`src/rtl/mem_axi_arbiter_pkg.sv`:
```
// Shared types for the two-master AXI4 memory arbiter: port tags and the
// AR/AW request payload carried through the registered request stages.
package mem_axi_arb_pkg;

  typedef logic port_t;
  localparam port_t S0 = 1'b0;
  localparam port_t S1 = 1'b1;

  localparam int AXI_ADDR_W = 64;
  localparam int AXI_ID_W   = 1;

  function automatic int mid_w(input int id_w);
    return id_w + 1;
  endfunction

  typedef struct packed {
    logic [AXI_ADDR_W-1:0] addr;
    logic [AXI_ID_W-1:0]   id;
    logic [7:0]            len;
    logic [2:0]            size;
    logic [1:0]            burst;
    logic [3:0]            cache;
    logic [2:0]            prot;
    logic                  lock;
    logic [3:0]            qos;
  } ax_req_t;

endpackage

```
`src/rtl/mem_axi_arbiter_if.sv`:
```
// AXI4 bundle (AW/W/B/AR/R) with master and slave views; the ID width is set
// per instance so the memory side can carry the extra source-port bit.
interface mem_axi_if #(
  parameter int ADDR_W = 64,
  parameter int DATA_W = 64,
  parameter int ID_W   = 1
);
  logic              awvalid, awready, awlock;
  logic [ID_W-1:0]   awid;
  logic [ADDR_W-1:0] awaddr;
  logic [7:0]        awlen;
  logic [2:0]        awsize, awprot;
  logic [1:0]        awburst;
  logic [3:0]        awcache, awqos;

  logic                wvalid, wready, wlast;
  logic [DATA_W-1:0]   wdata;
  logic [DATA_W/8-1:0] wstrb;

  logic            bvalid, bready;
  logic [ID_W-1:0] bid;
  logic [1:0]      bresp;

  logic              arvalid, arready, arlock;
  logic [ID_W-1:0]   arid;
  logic [ADDR_W-1:0] araddr;
  logic [7:0]        arlen;
  logic [2:0]        arsize, arprot;
  logic [1:0]        arburst;
  logic [3:0]        arcache, arqos;

  logic              rvalid, rready, rlast;
  logic [ID_W-1:0]   rid;
  logic [DATA_W-1:0] rdata;
  logic [1:0]        rresp;

  modport master (
    output awvalid, awid, awaddr, awlen, awsize, awburst, awcache, awprot, awlock, awqos,
    input  awready,
    output wvalid, wdata, wstrb, wlast, input wready,
    input  bvalid, bid, bresp, output bready,
    output arvalid, arid, araddr, arlen, arsize, arburst, arcache, arprot, arlock, arqos,
    input  arready,
    input  rvalid, rid, rdata, rresp, rlast, output rready
  );

  modport slave (
    input  awvalid, awid, awaddr, awlen, awsize, awburst, awcache, awprot, awlock, awqos,
    output awready,
    input  wvalid, wdata, wstrb, wlast, output wready,
    output bvalid, bid, bresp, input bready,
    input  arvalid, arid, araddr, arlen, arsize, arburst, arcache, arprot, arlock, arqos,
    output arready,
    output rvalid, rid, rdata, rresp, rlast, input rready
  );
endinterface

```
`src/rtl/mem_axi_arbiter_req_stage.sv`:
```
// Round-robin arbiter feeding a 1-entry registered request stage; used for AR and AW.
// o_push pulses on the slave-side handshake with the accepted port in o_push_port.
module axi_arb_req_stage
  import mem_axi_arb_pkg::*;
(
  input  logic    i_clk,
  input  logic    i_rst,
  input  ax_req_t i_req0,
  input  logic    i_valid0,
  output logic    o_ready0,
  input  ax_req_t i_req1,
  input  logic    i_valid1,
  output logic    o_ready1,
  input  logic    i_block,
  output ax_req_t o_req,
  output port_t   o_port,
  output logic    o_valid,
  input  logic    i_ready,
  output logic    o_push,
  output port_t   o_push_port
);
  port_t   r_last;
  port_t   r_port;
  ax_req_t r_req;
  logic    r_valid;
  logic    w_load_ok;
  logic    w_fav0;

  // A port's ready depends only on the other port's valid, never its own.
  always_comb begin
    w_load_ok   = !i_rst && !i_block && (!r_valid || i_ready);
    w_fav0      = (r_last == S1);
    o_ready0    = w_load_ok && (w_fav0 || !i_valid1);
    o_ready1    = w_load_ok && (!w_fav0 || !i_valid0);
    o_push      = (i_valid0 && o_ready0) || (i_valid1 && o_ready1);
    o_push_port = (i_valid1 && o_ready1) ? S1 : S0;
  end

  always_ff @(posedge i_clk or posedge i_rst) begin
    if (i_rst) begin
      r_last  <= S1;
      r_port  <= S0;
      r_req   <= '0;
      r_valid <= 1'b0;
    end else if (o_push) begin
      r_last  <= o_push_port;
      r_port  <= o_push_port;
      r_req   <= (o_push_port == S1) ? i_req1 : i_req0;
      r_valid <= 1'b1;
    end else if (i_ready) begin
      r_valid <= 1'b0;
    end
  end

  assign o_req   = r_req;
  assign o_port  = r_port;
  assign o_valid = r_valid;
endmodule

```
`src/rtl/mem_axi_arbiter.sv`:
```
// Shares one AXI4 memory port between pardcore (s0) and DMA (s1). The ID msb on the
// memory side tags the source; W bursts follow AW grant order via a small port FIFO.
module mem_axi_arbiter
  import mem_axi_arb_pkg::*;
#(
  parameter int ADDR_W     = AXI_ADDR_W,
  parameter int DATA_W     = 64,
  parameter int ID_W       = AXI_ID_W,
  parameter int WORD_DEPTH = 4
) (
  input  logic      uncoreclk,
  input  logic      uncorerst,
  mem_axi_if.slave  s0_axi,
  mem_axi_if.slave  s1_axi,
  mem_axi_if.master m_axi
);
  localparam int MID_W = mid_w(ID_W);
  localparam int PTR_W = $clog2(WORD_DEPTH);
  localparam int CNT_W = PTR_W + 1;

  ax_req_t w_ar0, w_ar1, w_ar_out, w_aw0, w_aw1, w_aw_out;
  port_t   w_ar_port, w_aw_port, w_aw_push_port, w_head, w_ar_hs_port_unused;
  logic    w_ar_valid, w_aw_valid, w_aw_push, w_ar_hs_unused;
  logic    w_full, w_empty, w_pop, w_wvalid, w_wlast;
  logic [DATA_W-1:0]   w_wdata;
  logic [DATA_W/8-1:0] w_wstrb;

  port_t            r_fifo [WORD_DEPTH];
  logic [PTR_W-1:0] r_head, r_tail;
  logic [CNT_W-1:0] r_count;

  assign w_ar0 = '{addr: s0_axi.araddr, id: s0_axi.arid, len: s0_axi.arlen, size: s0_axi.arsize,
                   burst: s0_axi.arburst, cache: s0_axi.arcache, prot: s0_axi.arprot,
                   lock: s0_axi.arlock, qos: s0_axi.arqos};
  assign w_ar1 = '{addr: s1_axi.araddr, id: s1_axi.arid, len: s1_axi.arlen, size: s1_axi.arsize,
                   burst: s1_axi.arburst, cache: s1_axi.arcache, prot: s1_axi.arprot,
                   lock: s1_axi.arlock, qos: s1_axi.arqos};
  assign w_aw0 = '{addr: s0_axi.awaddr, id: s0_axi.awid, len: s0_axi.awlen, size: s0_axi.awsize,
                   burst: s0_axi.awburst, cache: s0_axi.awcache, prot: s0_axi.awprot,
                   lock: s0_axi.awlock, qos: s0_axi.awqos};
  assign w_aw1 = '{addr: s1_axi.awaddr, id: s1_axi.awid, len: s1_axi.awlen, size: s1_axi.awsize,
                   burst: s1_axi.awburst, cache: s1_axi.awcache, prot: s1_axi.awprot,
                   lock: s1_axi.awlock, qos: s1_axi.awqos};

  axi_arb_req_stage u_ar (
    .i_clk(uncoreclk), .i_rst(uncorerst),
    .i_req0(w_ar0), .i_valid0(s0_axi.arvalid), .o_ready0(s0_axi.arready),
    .i_req1(w_ar1), .i_valid1(s1_axi.arvalid), .o_ready1(s1_axi.arready),
    .i_block(1'b0),
    .o_req(w_ar_out), .o_port(w_ar_port), .o_valid(w_ar_valid), .i_ready(m_axi.arready),
    .o_push(w_ar_hs_unused), .o_push_port(w_ar_hs_port_unused)
  );

  // A full order FIFO stalls AW outright, even if a pop lands the same cycle.
  axi_arb_req_stage u_aw (
    .i_clk(uncoreclk), .i_rst(uncorerst),
    .i_req0(w_aw0), .i_valid0(s0_axi.awvalid), .o_ready0(s0_axi.awready),
    .i_req1(w_aw1), .i_valid1(s1_axi.awvalid), .o_ready1(s1_axi.awready),
    .i_block(w_full),
    .o_req(w_aw_out), .o_port(w_aw_port), .o_valid(w_aw_valid), .i_ready(m_axi.awready),
    .o_push(w_aw_push), .o_push_port(w_aw_push_port)
  );

  assign m_axi.arvalid = w_ar_valid;
  assign m_axi.arid    = MID_W'({w_ar_port, w_ar_out.id});
  assign m_axi.araddr  = ADDR_W'(w_ar_out.addr);
  assign m_axi.arlen   = w_ar_out.len;
  assign m_axi.arsize  = w_ar_out.size;
  assign m_axi.arburst = w_ar_out.burst;
  assign m_axi.arcache = w_ar_out.cache;
  assign m_axi.arprot  = w_ar_out.prot;
  assign m_axi.arlock  = w_ar_out.lock;
  assign m_axi.arqos   = w_ar_out.qos;

  assign m_axi.awvalid = w_aw_valid;
  assign m_axi.awid    = MID_W'({w_aw_port, w_aw_out.id});
  assign m_axi.awaddr  = ADDR_W'(w_aw_out.addr);
  assign m_axi.awlen   = w_aw_out.len;
  assign m_axi.awsize  = w_aw_out.size;
  assign m_axi.awburst = w_aw_out.burst;
  assign m_axi.awcache = w_aw_out.cache;
  assign m_axi.awprot  = w_aw_out.prot;
  assign m_axi.awlock  = w_aw_out.lock;
  assign m_axi.awqos   = w_aw_out.qos;

  assign w_full  = (r_count == CNT_W'(WORD_DEPTH));
  assign w_empty = (r_count == '0);
  assign w_head  = r_fifo[r_head];
  assign w_pop   = w_wvalid && m_axi.wready && w_wlast;

  always_ff @(posedge uncoreclk or posedge uncorerst) begin
    if (uncorerst) begin
      for (int i = 0; i < WORD_DEPTH; i++) r_fifo[i] <= S0;
      r_head  <= '0;
      r_tail  <= '0;
      r_count <= '0;
    end else begin
      if (w_aw_push) begin
        r_fifo[r_tail] <= w_aw_push_port;
        r_tail         <= r_tail + PTR_W'(1);
      end
      if (w_pop) r_head <= r_head + PTR_W'(1);
      case ({w_aw_push, w_pop})
        2'b10:   r_count <= r_count + CNT_W'(1);
        2'b01:   r_count <= r_count - CNT_W'(1);
        default: r_count <= r_count;
      endcase
    end
  end

  always_comb begin
    w_wvalid      = 1'b0;
    w_wdata       = s0_axi.wdata;
    w_wstrb       = s0_axi.wstrb;
    w_wlast       = s0_axi.wlast;
    s0_axi.wready = 1'b0;
    s1_axi.wready = 1'b0;
    if (!w_empty) begin
      if (w_head == S1) begin
        w_wvalid      = s1_axi.wvalid;
        w_wdata       = s1_axi.wdata;
        w_wstrb       = s1_axi.wstrb;
        w_wlast       = s1_axi.wlast;
        s1_axi.wready = m_axi.wready;
      end else begin
        w_wvalid      = s0_axi.wvalid;
        s0_axi.wready = m_axi.wready;
      end
    end
  end

  assign m_axi.wvalid = w_wvalid;
  assign m_axi.wdata  = w_wdata;
  assign m_axi.wstrb  = w_wstrb;
  assign m_axi.wlast  = w_wlast;

  // Responses steer on the source tag carried in the ID msb.
  assign s0_axi.rvalid = m_axi.rvalid && (m_axi.rid[ID_W] == S0);
  assign s1_axi.rvalid = m_axi.rvalid && (m_axi.rid[ID_W] == S1);
  assign m_axi.rready  = (m_axi.rid[ID_W] == S1) ? s1_axi.rready : s0_axi.rready;
  assign s0_axi.rid    = m_axi.rid[ID_W-1:0];
  assign s1_axi.rid    = m_axi.rid[ID_W-1:0];
  assign s0_axi.rdata  = m_axi.rdata;
  assign s1_axi.rdata  = m_axi.rdata;
  assign s0_axi.rresp  = m_axi.rresp;
  assign s1_axi.rresp  = m_axi.rresp;
  assign s0_axi.rlast  = m_axi.rlast;
  assign s1_axi.rlast  = m_axi.rlast;

  assign s0_axi.bvalid = m_axi.bvalid && (m_axi.bid[ID_W] == S0);
  assign s1_axi.bvalid = m_axi.bvalid && (m_axi.bid[ID_W] == S1);
  assign m_axi.bready  = (m_axi.bid[ID_W] == S1) ? s1_axi.bready : s0_axi.bready;
  assign s0_axi.bid    = m_axi.bid[ID_W-1:0];
  assign s1_axi.bid    = m_axi.bid[ID_W-1:0];
  assign s0_axi.bresp  = m_axi.bresp;
  assign s1_axi.bresp  = m_axi.bresp;
endmodule
```
`src/flat_wrapper.sv`:
```
// flat-port wrapper written by rule: the top's interface ports become plain ports
module mem_axi_arbiter_flat import mem_axi_arb_pkg::*;
#(
  parameter int ADDR_W     = AXI_ADDR_W,
  parameter int DATA_W     = 64,
  parameter int ID_W       = AXI_ID_W,
  parameter int WORD_DEPTH = 4
)
  (uncoreclk, uncorerst, s0_axi_awvalid, s0_axi_awid, s0_axi_awaddr, s0_axi_awlen, s0_axi_awsize, s0_axi_awburst, s0_axi_awcache, s0_axi_awprot, s0_axi_awlock, s0_axi_awqos, s0_axi_awready, s0_axi_wvalid, s0_axi_wdata, s0_axi_wstrb, s0_axi_wlast, s0_axi_wready, s0_axi_bvalid, s0_axi_bid, s0_axi_bresp, s0_axi_bready, s0_axi_arvalid, s0_axi_arid, s0_axi_araddr, s0_axi_arlen, s0_axi_arsize, s0_axi_arburst, s0_axi_arcache, s0_axi_arprot, s0_axi_arlock, s0_axi_arqos, s0_axi_arready, s0_axi_rvalid, s0_axi_rid, s0_axi_rdata, s0_axi_rresp, s0_axi_rlast, s0_axi_rready, s1_axi_awvalid, s1_axi_awid, s1_axi_awaddr, s1_axi_awlen, s1_axi_awsize, s1_axi_awburst, s1_axi_awcache, s1_axi_awprot, s1_axi_awlock, s1_axi_awqos, s1_axi_awready, s1_axi_wvalid, s1_axi_wdata, s1_axi_wstrb, s1_axi_wlast, s1_axi_wready, s1_axi_bvalid, s1_axi_bid, s1_axi_bresp, s1_axi_bready, s1_axi_arvalid, s1_axi_arid, s1_axi_araddr, s1_axi_arlen, s1_axi_arsize, s1_axi_arburst, s1_axi_arcache, s1_axi_arprot, s1_axi_arlock, s1_axi_arqos, s1_axi_arready, s1_axi_rvalid, s1_axi_rid, s1_axi_rdata, s1_axi_rresp, s1_axi_rlast, s1_axi_rready, m_axi_awvalid, m_axi_awid, m_axi_awaddr, m_axi_awlen, m_axi_awsize, m_axi_awburst, m_axi_awcache, m_axi_awprot, m_axi_awlock, m_axi_awqos, m_axi_awready, m_axi_wvalid, m_axi_wdata, m_axi_wstrb, m_axi_wlast, m_axi_wready, m_axi_bvalid, m_axi_bid, m_axi_bresp, m_axi_bready, m_axi_arvalid, m_axi_arid, m_axi_araddr, m_axi_arlen, m_axi_arsize, m_axi_arburst, m_axi_arcache, m_axi_arprot, m_axi_arlock, m_axi_arqos, m_axi_arready, m_axi_rvalid, m_axi_rid, m_axi_rdata, m_axi_rresp, m_axi_rlast, m_axi_rready);
  mem_axi_if #(.ADDR_W(ADDR_W), .DATA_W(DATA_W), .ID_W(ID_W)) s0_axi_i ();
  mem_axi_if #(.ADDR_W(ADDR_W), .DATA_W(DATA_W), .ID_W(ID_W)) s1_axi_i ();
  mem_axi_if #(.ADDR_W(ADDR_W), .DATA_W(DATA_W), .ID_W(ID_W)) m_axi_i ();
  input  logic uncoreclk;
  input  logic uncorerst;
  input wire logic [$bits(s0_axi_i.awvalid)-1:0] s0_axi_awvalid;
  input wire logic [$bits(s0_axi_i.awid)-1:0] s0_axi_awid;
  input wire logic [$bits(s0_axi_i.awaddr)-1:0] s0_axi_awaddr;
  input wire logic [$bits(s0_axi_i.awlen)-1:0] s0_axi_awlen;
  input wire logic [$bits(s0_axi_i.awsize)-1:0] s0_axi_awsize;
  input wire logic [$bits(s0_axi_i.awburst)-1:0] s0_axi_awburst;
  input wire logic [$bits(s0_axi_i.awcache)-1:0] s0_axi_awcache;
  input wire logic [$bits(s0_axi_i.awprot)-1:0] s0_axi_awprot;
  input wire logic [$bits(s0_axi_i.awlock)-1:0] s0_axi_awlock;
  input wire logic [$bits(s0_axi_i.awqos)-1:0] s0_axi_awqos;
  output wire logic [$bits(s0_axi_i.awready)-1:0] s0_axi_awready;
  input wire logic [$bits(s0_axi_i.wvalid)-1:0] s0_axi_wvalid;
  input wire logic [$bits(s0_axi_i.wdata)-1:0] s0_axi_wdata;
  input wire logic [$bits(s0_axi_i.wstrb)-1:0] s0_axi_wstrb;
  input wire logic [$bits(s0_axi_i.wlast)-1:0] s0_axi_wlast;
  output wire logic [$bits(s0_axi_i.wready)-1:0] s0_axi_wready;
  output wire logic [$bits(s0_axi_i.bvalid)-1:0] s0_axi_bvalid;
  output wire logic [$bits(s0_axi_i.bid)-1:0] s0_axi_bid;
  output wire logic [$bits(s0_axi_i.bresp)-1:0] s0_axi_bresp;
  input wire logic [$bits(s0_axi_i.bready)-1:0] s0_axi_bready;
  input wire logic [$bits(s0_axi_i.arvalid)-1:0] s0_axi_arvalid;
  input wire logic [$bits(s0_axi_i.arid)-1:0] s0_axi_arid;
  input wire logic [$bits(s0_axi_i.araddr)-1:0] s0_axi_araddr;
  input wire logic [$bits(s0_axi_i.arlen)-1:0] s0_axi_arlen;
  input wire logic [$bits(s0_axi_i.arsize)-1:0] s0_axi_arsize;
  input wire logic [$bits(s0_axi_i.arburst)-1:0] s0_axi_arburst;
  input wire logic [$bits(s0_axi_i.arcache)-1:0] s0_axi_arcache;
  input wire logic [$bits(s0_axi_i.arprot)-1:0] s0_axi_arprot;
  input wire logic [$bits(s0_axi_i.arlock)-1:0] s0_axi_arlock;
  input wire logic [$bits(s0_axi_i.arqos)-1:0] s0_axi_arqos;
  output wire logic [$bits(s0_axi_i.arready)-1:0] s0_axi_arready;
  output wire logic [$bits(s0_axi_i.rvalid)-1:0] s0_axi_rvalid;
  output wire logic [$bits(s0_axi_i.rid)-1:0] s0_axi_rid;
  output wire logic [$bits(s0_axi_i.rdata)-1:0] s0_axi_rdata;
  output wire logic [$bits(s0_axi_i.rresp)-1:0] s0_axi_rresp;
  output wire logic [$bits(s0_axi_i.rlast)-1:0] s0_axi_rlast;
  input wire logic [$bits(s0_axi_i.rready)-1:0] s0_axi_rready;
  input wire logic [$bits(s1_axi_i.awvalid)-1:0] s1_axi_awvalid;
  input wire logic [$bits(s1_axi_i.awid)-1:0] s1_axi_awid;
  input wire logic [$bits(s1_axi_i.awaddr)-1:0] s1_axi_awaddr;
  input wire logic [$bits(s1_axi_i.awlen)-1:0] s1_axi_awlen;
  input wire logic [$bits(s1_axi_i.awsize)-1:0] s1_axi_awsize;
  input wire logic [$bits(s1_axi_i.awburst)-1:0] s1_axi_awburst;
  input wire logic [$bits(s1_axi_i.awcache)-1:0] s1_axi_awcache;
  input wire logic [$bits(s1_axi_i.awprot)-1:0] s1_axi_awprot;
  input wire logic [$bits(s1_axi_i.awlock)-1:0] s1_axi_awlock;
  input wire logic [$bits(s1_axi_i.awqos)-1:0] s1_axi_awqos;
  output wire logic [$bits(s1_axi_i.awready)-1:0] s1_axi_awready;
  input wire logic [$bits(s1_axi_i.wvalid)-1:0] s1_axi_wvalid;
  input wire logic [$bits(s1_axi_i.wdata)-1:0] s1_axi_wdata;
  input wire logic [$bits(s1_axi_i.wstrb)-1:0] s1_axi_wstrb;
  input wire logic [$bits(s1_axi_i.wlast)-1:0] s1_axi_wlast;
  output wire logic [$bits(s1_axi_i.wready)-1:0] s1_axi_wready;
  output wire logic [$bits(s1_axi_i.bvalid)-1:0] s1_axi_bvalid;
  output wire logic [$bits(s1_axi_i.bid)-1:0] s1_axi_bid;
  output wire logic [$bits(s1_axi_i.bresp)-1:0] s1_axi_bresp;
  input wire logic [$bits(s1_axi_i.bready)-1:0] s1_axi_bready;
  input wire logic [$bits(s1_axi_i.arvalid)-1:0] s1_axi_arvalid;
  input wire logic [$bits(s1_axi_i.arid)-1:0] s1_axi_arid;
  input wire logic [$bits(s1_axi_i.araddr)-1:0] s1_axi_araddr;
  input wire logic [$bits(s1_axi_i.arlen)-1:0] s1_axi_arlen;
  input wire logic [$bits(s1_axi_i.arsize)-1:0] s1_axi_arsize;
  input wire logic [$bits(s1_axi_i.arburst)-1:0] s1_axi_arburst;
  input wire logic [$bits(s1_axi_i.arcache)-1:0] s1_axi_arcache;
  input wire logic [$bits(s1_axi_i.arprot)-1:0] s1_axi_arprot;
  input wire logic [$bits(s1_axi_i.arlock)-1:0] s1_axi_arlock;
  input wire logic [$bits(s1_axi_i.arqos)-1:0] s1_axi_arqos;
  output wire logic [$bits(s1_axi_i.arready)-1:0] s1_axi_arready;
  output wire logic [$bits(s1_axi_i.rvalid)-1:0] s1_axi_rvalid;
  output wire logic [$bits(s1_axi_i.rid)-1:0] s1_axi_rid;
  output wire logic [$bits(s1_axi_i.rdata)-1:0] s1_axi_rdata;
  output wire logic [$bits(s1_axi_i.rresp)-1:0] s1_axi_rresp;
  output wire logic [$bits(s1_axi_i.rlast)-1:0] s1_axi_rlast;
  input wire logic [$bits(s1_axi_i.rready)-1:0] s1_axi_rready;
  output wire logic [$bits(m_axi_i.awvalid)-1:0] m_axi_awvalid;
  output wire logic [$bits(m_axi_i.awid)-1:0] m_axi_awid;
  output wire logic [$bits(m_axi_i.awaddr)-1:0] m_axi_awaddr;
  output wire logic [$bits(m_axi_i.awlen)-1:0] m_axi_awlen;
  output wire logic [$bits(m_axi_i.awsize)-1:0] m_axi_awsize;
  output wire logic [$bits(m_axi_i.awburst)-1:0] m_axi_awburst;
  output wire logic [$bits(m_axi_i.awcache)-1:0] m_axi_awcache;
  output wire logic [$bits(m_axi_i.awprot)-1:0] m_axi_awprot;
  output wire logic [$bits(m_axi_i.awlock)-1:0] m_axi_awlock;
  output wire logic [$bits(m_axi_i.awqos)-1:0] m_axi_awqos;
  input wire logic [$bits(m_axi_i.awready)-1:0] m_axi_awready;
  output wire logic [$bits(m_axi_i.wvalid)-1:0] m_axi_wvalid;
  output wire logic [$bits(m_axi_i.wdata)-1:0] m_axi_wdata;
  output wire logic [$bits(m_axi_i.wstrb)-1:0] m_axi_wstrb;
  output wire logic [$bits(m_axi_i.wlast)-1:0] m_axi_wlast;
  input wire logic [$bits(m_axi_i.wready)-1:0] m_axi_wready;
  input wire logic [$bits(m_axi_i.bvalid)-1:0] m_axi_bvalid;
  input wire logic [$bits(m_axi_i.bid)-1:0] m_axi_bid;
  input wire logic [$bits(m_axi_i.bresp)-1:0] m_axi_bresp;
  output wire logic [$bits(m_axi_i.bready)-1:0] m_axi_bready;
  output wire logic [$bits(m_axi_i.arvalid)-1:0] m_axi_arvalid;
  output wire logic [$bits(m_axi_i.arid)-1:0] m_axi_arid;
  output wire logic [$bits(m_axi_i.araddr)-1:0] m_axi_araddr;
  output wire logic [$bits(m_axi_i.arlen)-1:0] m_axi_arlen;
  output wire logic [$bits(m_axi_i.arsize)-1:0] m_axi_arsize;
  output wire logic [$bits(m_axi_i.arburst)-1:0] m_axi_arburst;
  output wire logic [$bits(m_axi_i.arcache)-1:0] m_axi_arcache;
  output wire logic [$bits(m_axi_i.arprot)-1:0] m_axi_arprot;
  output wire logic [$bits(m_axi_i.arlock)-1:0] m_axi_arlock;
  output wire logic [$bits(m_axi_i.arqos)-1:0] m_axi_arqos;
  input wire logic [$bits(m_axi_i.arready)-1:0] m_axi_arready;
  input wire logic [$bits(m_axi_i.rvalid)-1:0] m_axi_rvalid;
  input wire logic [$bits(m_axi_i.rid)-1:0] m_axi_rid;
  input wire logic [$bits(m_axi_i.rdata)-1:0] m_axi_rdata;
  input wire logic [$bits(m_axi_i.rresp)-1:0] m_axi_rresp;
  input wire logic [$bits(m_axi_i.rlast)-1:0] m_axi_rlast;
  output wire logic [$bits(m_axi_i.rready)-1:0] m_axi_rready;
  assign s0_axi_i.awvalid = s0_axi_awvalid;
  assign s0_axi_i.awid = s0_axi_awid;
  assign s0_axi_i.awaddr = s0_axi_awaddr;
  assign s0_axi_i.awlen = s0_axi_awlen;
  assign s0_axi_i.awsize = s0_axi_awsize;
  assign s0_axi_i.awburst = s0_axi_awburst;
  assign s0_axi_i.awcache = s0_axi_awcache;
  assign s0_axi_i.awprot = s0_axi_awprot;
  assign s0_axi_i.awlock = s0_axi_awlock;
  assign s0_axi_i.awqos = s0_axi_awqos;
  assign s0_axi_awready = s0_axi_i.awready;
  assign s0_axi_i.wvalid = s0_axi_wvalid;
  assign s0_axi_i.wdata = s0_axi_wdata;
  assign s0_axi_i.wstrb = s0_axi_wstrb;
  assign s0_axi_i.wlast = s0_axi_wlast;
  assign s0_axi_wready = s0_axi_i.wready;
  assign s0_axi_bvalid = s0_axi_i.bvalid;
  assign s0_axi_bid = s0_axi_i.bid;
  assign s0_axi_bresp = s0_axi_i.bresp;
  assign s0_axi_i.bready = s0_axi_bready;
  assign s0_axi_i.arvalid = s0_axi_arvalid;
  assign s0_axi_i.arid = s0_axi_arid;
  assign s0_axi_i.araddr = s0_axi_araddr;
  assign s0_axi_i.arlen = s0_axi_arlen;
  assign s0_axi_i.arsize = s0_axi_arsize;
  assign s0_axi_i.arburst = s0_axi_arburst;
  assign s0_axi_i.arcache = s0_axi_arcache;
  assign s0_axi_i.arprot = s0_axi_arprot;
  assign s0_axi_i.arlock = s0_axi_arlock;
  assign s0_axi_i.arqos = s0_axi_arqos;
  assign s0_axi_arready = s0_axi_i.arready;
  assign s0_axi_rvalid = s0_axi_i.rvalid;
  assign s0_axi_rid = s0_axi_i.rid;
  assign s0_axi_rdata = s0_axi_i.rdata;
  assign s0_axi_rresp = s0_axi_i.rresp;
  assign s0_axi_rlast = s0_axi_i.rlast;
  assign s0_axi_i.rready = s0_axi_rready;
  assign s1_axi_i.awvalid = s1_axi_awvalid;
  assign s1_axi_i.awid = s1_axi_awid;
  assign s1_axi_i.awaddr = s1_axi_awaddr;
  assign s1_axi_i.awlen = s1_axi_awlen;
  assign s1_axi_i.awsize = s1_axi_awsize;
  assign s1_axi_i.awburst = s1_axi_awburst;
  assign s1_axi_i.awcache = s1_axi_awcache;
  assign s1_axi_i.awprot = s1_axi_awprot;
  assign s1_axi_i.awlock = s1_axi_awlock;
  assign s1_axi_i.awqos = s1_axi_awqos;
  assign s1_axi_awready = s1_axi_i.awready;
  assign s1_axi_i.wvalid = s1_axi_wvalid;
  assign s1_axi_i.wdata = s1_axi_wdata;
  assign s1_axi_i.wstrb = s1_axi_wstrb;
  assign s1_axi_i.wlast = s1_axi_wlast;
  assign s1_axi_wready = s1_axi_i.wready;
  assign s1_axi_bvalid = s1_axi_i.bvalid;
  assign s1_axi_bid = s1_axi_i.bid;
  assign s1_axi_bresp = s1_axi_i.bresp;
  assign s1_axi_i.bready = s1_axi_bready;
  assign s1_axi_i.arvalid = s1_axi_arvalid;
  assign s1_axi_i.arid = s1_axi_arid;
  assign s1_axi_i.araddr = s1_axi_araddr;
  assign s1_axi_i.arlen = s1_axi_arlen;
  assign s1_axi_i.arsize = s1_axi_arsize;
  assign s1_axi_i.arburst = s1_axi_arburst;
  assign s1_axi_i.arcache = s1_axi_arcache;
  assign s1_axi_i.arprot = s1_axi_arprot;
  assign s1_axi_i.arlock = s1_axi_arlock;
  assign s1_axi_i.arqos = s1_axi_arqos;
  assign s1_axi_arready = s1_axi_i.arready;
  assign s1_axi_rvalid = s1_axi_i.rvalid;
  assign s1_axi_rid = s1_axi_i.rid;
  assign s1_axi_rdata = s1_axi_i.rdata;
  assign s1_axi_rresp = s1_axi_i.rresp;
  assign s1_axi_rlast = s1_axi_i.rlast;
  assign s1_axi_i.rready = s1_axi_rready;
  assign m_axi_awvalid = m_axi_i.awvalid;
  assign m_axi_awid = m_axi_i.awid;
  assign m_axi_awaddr = m_axi_i.awaddr;
  assign m_axi_awlen = m_axi_i.awlen;
  assign m_axi_awsize = m_axi_i.awsize;
  assign m_axi_awburst = m_axi_i.awburst;
  assign m_axi_awcache = m_axi_i.awcache;
  assign m_axi_awprot = m_axi_i.awprot;
  assign m_axi_awlock = m_axi_i.awlock;
  assign m_axi_awqos = m_axi_i.awqos;
  assign m_axi_i.awready = m_axi_awready;
  assign m_axi_wvalid = m_axi_i.wvalid;
  assign m_axi_wdata = m_axi_i.wdata;
  assign m_axi_wstrb = m_axi_i.wstrb;
  assign m_axi_wlast = m_axi_i.wlast;
  assign m_axi_i.wready = m_axi_wready;
  assign m_axi_i.bvalid = m_axi_bvalid;
  assign m_axi_i.bid = m_axi_bid;
  assign m_axi_i.bresp = m_axi_bresp;
  assign m_axi_bready = m_axi_i.bready;
  assign m_axi_arvalid = m_axi_i.arvalid;
  assign m_axi_arid = m_axi_i.arid;
  assign m_axi_araddr = m_axi_i.araddr;
  assign m_axi_arlen = m_axi_i.arlen;
  assign m_axi_arsize = m_axi_i.arsize;
  assign m_axi_arburst = m_axi_i.arburst;
  assign m_axi_arcache = m_axi_i.arcache;
  assign m_axi_arprot = m_axi_i.arprot;
  assign m_axi_arlock = m_axi_i.arlock;
  assign m_axi_arqos = m_axi_i.arqos;
  assign m_axi_i.arready = m_axi_arready;
  assign m_axi_i.rvalid = m_axi_rvalid;
  assign m_axi_i.rid = m_axi_rid;
  assign m_axi_i.rdata = m_axi_rdata;
  assign m_axi_i.rresp = m_axi_rresp;
  assign m_axi_i.rlast = m_axi_rlast;
  assign m_axi_rready = m_axi_i.rready;
  mem_axi_arbiter #(.ADDR_W(ADDR_W), .DATA_W(DATA_W), .ID_W(ID_W), .WORD_DEPTH(WORD_DEPTH)) u_core (.uncoreclk(uncoreclk), .uncorerst(uncorerst), .s0_axi(s0_axi_i), .s1_axi(s1_axi_i), .m_axi(m_axi_i));
endmodule
```
`config.mk`:
```
export PLATFORM = sky130hd
export DESIGN_NAME = mem_axi_arbiter_flat
export DESIGN_NICKNAME = d
export VERILOG_FILES = /design/src/rtl/mem_axi_arbiter_pkg.sv /design/src/rtl/mem_axi_arbiter_if.sv /design/src/rtl/mem_axi_arbiter_req_stage.sv /design/src/rtl/mem_axi_arbiter.sv /design/src/flat_wrapper.sv
export SDC_FILE = /design/constraint.sdc
export NUM_CORES = 1
export LEC_CHECK = 0
export CORE_AREA = 2 2 396 398
export DETAILED_ROUTE_END_ITERATION = 8
export DIE_AREA = 0 0 398 400
export SYNTH_ARGS = -nofsm -noshare
export SYNTH_HDL_FRONTEND = slang
export SYNTH_SLANG_ARGS = --single-unit
```
`constraint.sdc`:
```
create_clock -name uncoreclk -period 7.3 [get_ports uncoreclk]
set_input_delay 1.095 -clock uncoreclk [delete_from_list [all_inputs] [get_ports uncoreclk]]
set_output_delay 1.095 -clock uncoreclk [all_outputs]
set_load 0.05 [all_outputs]
```
==> results.tsv <==
metric	value	unit
seqPwrFrac	22.4	%
post_cts_buffers	0	
max_slew_margin	17.2	%
hp-class	reg2reg	
hold_path_depth	1	
synth_area	11200	um2
status	finished, final reports clean	
rsz0062_at_grt	no	
async_reset_ff_share	100	%
overflow	0	
fin_util	13.5	%
whs	0.488	ns
cts_tree	yes	
drt_wl_total	110000	um
r2r-start	u_core.r_count[0]$_DFFE_PP0P_	
final_nets	2383	
antenna_left	0	
cts_resized	0	
multi_input_area	4800	um2
grt_util_all_layers	13.2	%
post-route-period-util	69.0	%
p_leak	0.00770	uW
cts_root_buf	clkbuf_16	
dpl.hpwl	95300	um
period_minus_slack	5.04	ns
cts_num_sinks	195	
fmax	198	MHz
switching_power	4020	uW
cts_inserted_buffers	17	
synth.avg_cell_area	9.25	um2
grt_pass1_vias	11377	
dr_total_vias	12485	
synth-edff-count	0	
arrival	3.94	ns
yosysWarnings	0	
rrSetupSlack	4.28	ns
nFillCells	17636	
synth_cell_type_count	40	
fp-row-count	145	
worst-slew-pin-transition	1.24	ns
grt_pass1_wl	133000	um
setup_tns	0	ns
ios	1004	
clk_pin_slew_worst_paths	0.09	ns
hold_violations	0	
placedInstanceArea	20200	um2
critPathMaxStageDelay	1.31	ns
firstDrtPassIters	5	
drive_gt1_share	6.57	%
cp-start-kind	flip-flop	
cts-htree-levels	4	
place_congestion	0.957	
stdcell_area	20900	um2
fp.dieH	400	um
drc_errors	0	
p_per_area	355	nW/um2
combPwrFrac	62.8	%
critPathMaxFanout	72	
via_per_inst	3.21	
synth_cells	1213	
clockBufferDepth	2	
ys_seq_elements	195	
core	155000	um2
clk_latency	0.53	ns
hp-start	u_core.r_head[1]$_DFFE_PP0P_	
ys_seq_area_share	43.5	%
die_x	398	um
finalPower	7440	uW
power_frac_clock	14.8	%
p_int	3410	uW
clock_skew	0.0236	ns
dieArea	159000	um2
crit_chain	mux4_2 -> nand2_4 -> mux2_1 -> clkdlybuf4s50_1	
crit_family	buffers and inverters	
r2r_cells	5	
crit_slowest_cell	clkdlybuf4s50_1	
port_buffers	778	
setup_viol	0	
ff_latch_area	4880	um2
setup.worst_path.class	reg2out	
ir_worst_vdd	226	uV
area_growth	86.6	%
path_buf_inv	1	
crit_cells	4	
grt_max_degree	101	
required	6.20	ns
endpoint_kind	output port	
drt-initial-drc-count	1234	
min_to	u_core.r_head[1]$_DFFE_PP0P_	
synth_top_flop_cell	dfrtp_1	
r2r_end	u_core.u_aw.o_req[27]$_DFFE_PP0P_	
routedWlPerCell	28.2	um
cts_hold_buf	0	
antenna_found_initial	117	
max_cap_violations	0	
start_util	7.23	%
power_switching_share	54.1	%
slew_viol_final	0	
[through the flow]
step,instances,setup slack [ns]
floorplan,1216,1.75
global placement,3822,1.99
detailed placement,3822,2.03
CTS,3854,2.02
global route,3855,1.90
finish,3895,2.26
[cell type report]
class | instances | share of cell area [%]
timing repair buffer | 793 | 37.7
clock buffer | 17 | 2.03
tap | 2058 | 12.3
inverter | 11 | 0.239
antenna | 41 | 0.490
sequential | 195 | 23.3
clock inverter | 15 | 0.992
multi-input combinational | 765 | 22.9
[how the worst max path moves through the flow]
stage	start	end	slack (ns)
after floorplan	uncorerst	s0_axi_arready	1.75
after global placement	uncorerst	s1_axi_arready	1.99
after detailed placement	uncorerst	s1_axi_arready	2.03
after CTS	uncorerst	s1_axi_arready	2.02
after global routing	uncorerst	s1_axi_arready	1.90
final	u_core.r_head[0]$_DFFE_PP0P_	m_axi_wdata[14]	2.26
[per-layer routing]
metal,global-route usage [%],up-vias,part of all wire (%)
met1,16.5,5955,42
li1,-,5275,-
met4,2.54,6,2.0
met3,9.05,221,15
met2,18.6,1028,41
met5,0,-,0.38
[synth_stat cells, drive strengths merged, types with 2 or more instances]
library cell / instances / share of area, %
dfrtp: 193 / 43
buf: 191 / 12
nor2: 186 / 6.2
o21ai: 93 / 4.1
a21oi: 92 / 4.1
mux2i: 92 / 8.2
nand3: 92 / 4.1
a31oi: 90 / 5.0
mux2: 76 / 7.6
clkbuf: 54 / 1.8
inv: 11 / 0.37
nand2: 10 / 0.36
ha: 5 / 0.56
xor2: 4 / 0.31
a211oi: 2 / 0.18
dfstp: 2 / 0.47
nor3: 2 / 0.089
xnor2: 2 / 0.16
[state kept, by name, indices dropped and copies added (netlist names)]
| register | cells |
|---|---|
| u_core.r_count | 3 |
| u_core.r_fifo | 4 |
| u_core.r_head | 2 |
| u_core.r_tail | 2 |
| u_core.u_ar.o_req | 90 |
| u_core.u_ar.o_valid | 1 |
| u_core.u_ar.r_last | 1 |
| u_core.u_aw.o_req | 90 |
| u_core.u_aw.o_valid | 1 |
| u_core.u_aw.r_last | 1 |
[cell families after synthesis]
logic type / count (synthesis) / share of synthesized area, %
other: 1 / 0.0334
AO/OA/AOI/OAI: 282 / 13.9
AND/OR/NAND/NOR: 298 / 11.4
XOR/XNOR: 6 / 0.468
buffers and inverters: 256 / 14.0
multiplexers: 169 / 16.0
flip-flops: 195 / 43.5
adder cells (fa/ha/maj): 6 / 0.736
[power groups by stage]
stage               combinational (uW)  clock [uW]  sequential (uW)
floorplan                         1730           0             2820
global placement                  4690           0             1670
detailed placement                4680           0             1690
CTS                               4700        1170             1670
global route                      4910        1200             1720
finish                            4670        1100             1670
[cells in the final DEF, fill, tap and decap left out, drive strengths merged, types with 2 or more instances in the layout]
master,Yosys,layout
buf,191,16
mux2i,92,92
dfstp,2,2
clkinv,0,5
o21ai,93,93
conb,1,4
a211oi,2,2
a31oi,90,90
xor2,4,4
ha,5,5
a21oi,92,92
diode,0,41
clkbuf,54,17
mux2,76,76
nor2,186,186
xnor2,2,2
nand3,92,92
nand2,10,10
inv,11,20
clkdlybuf4s50,0,777
nor3,2,2
dfrtp,193,193
(Power assumes the default switching activity.)
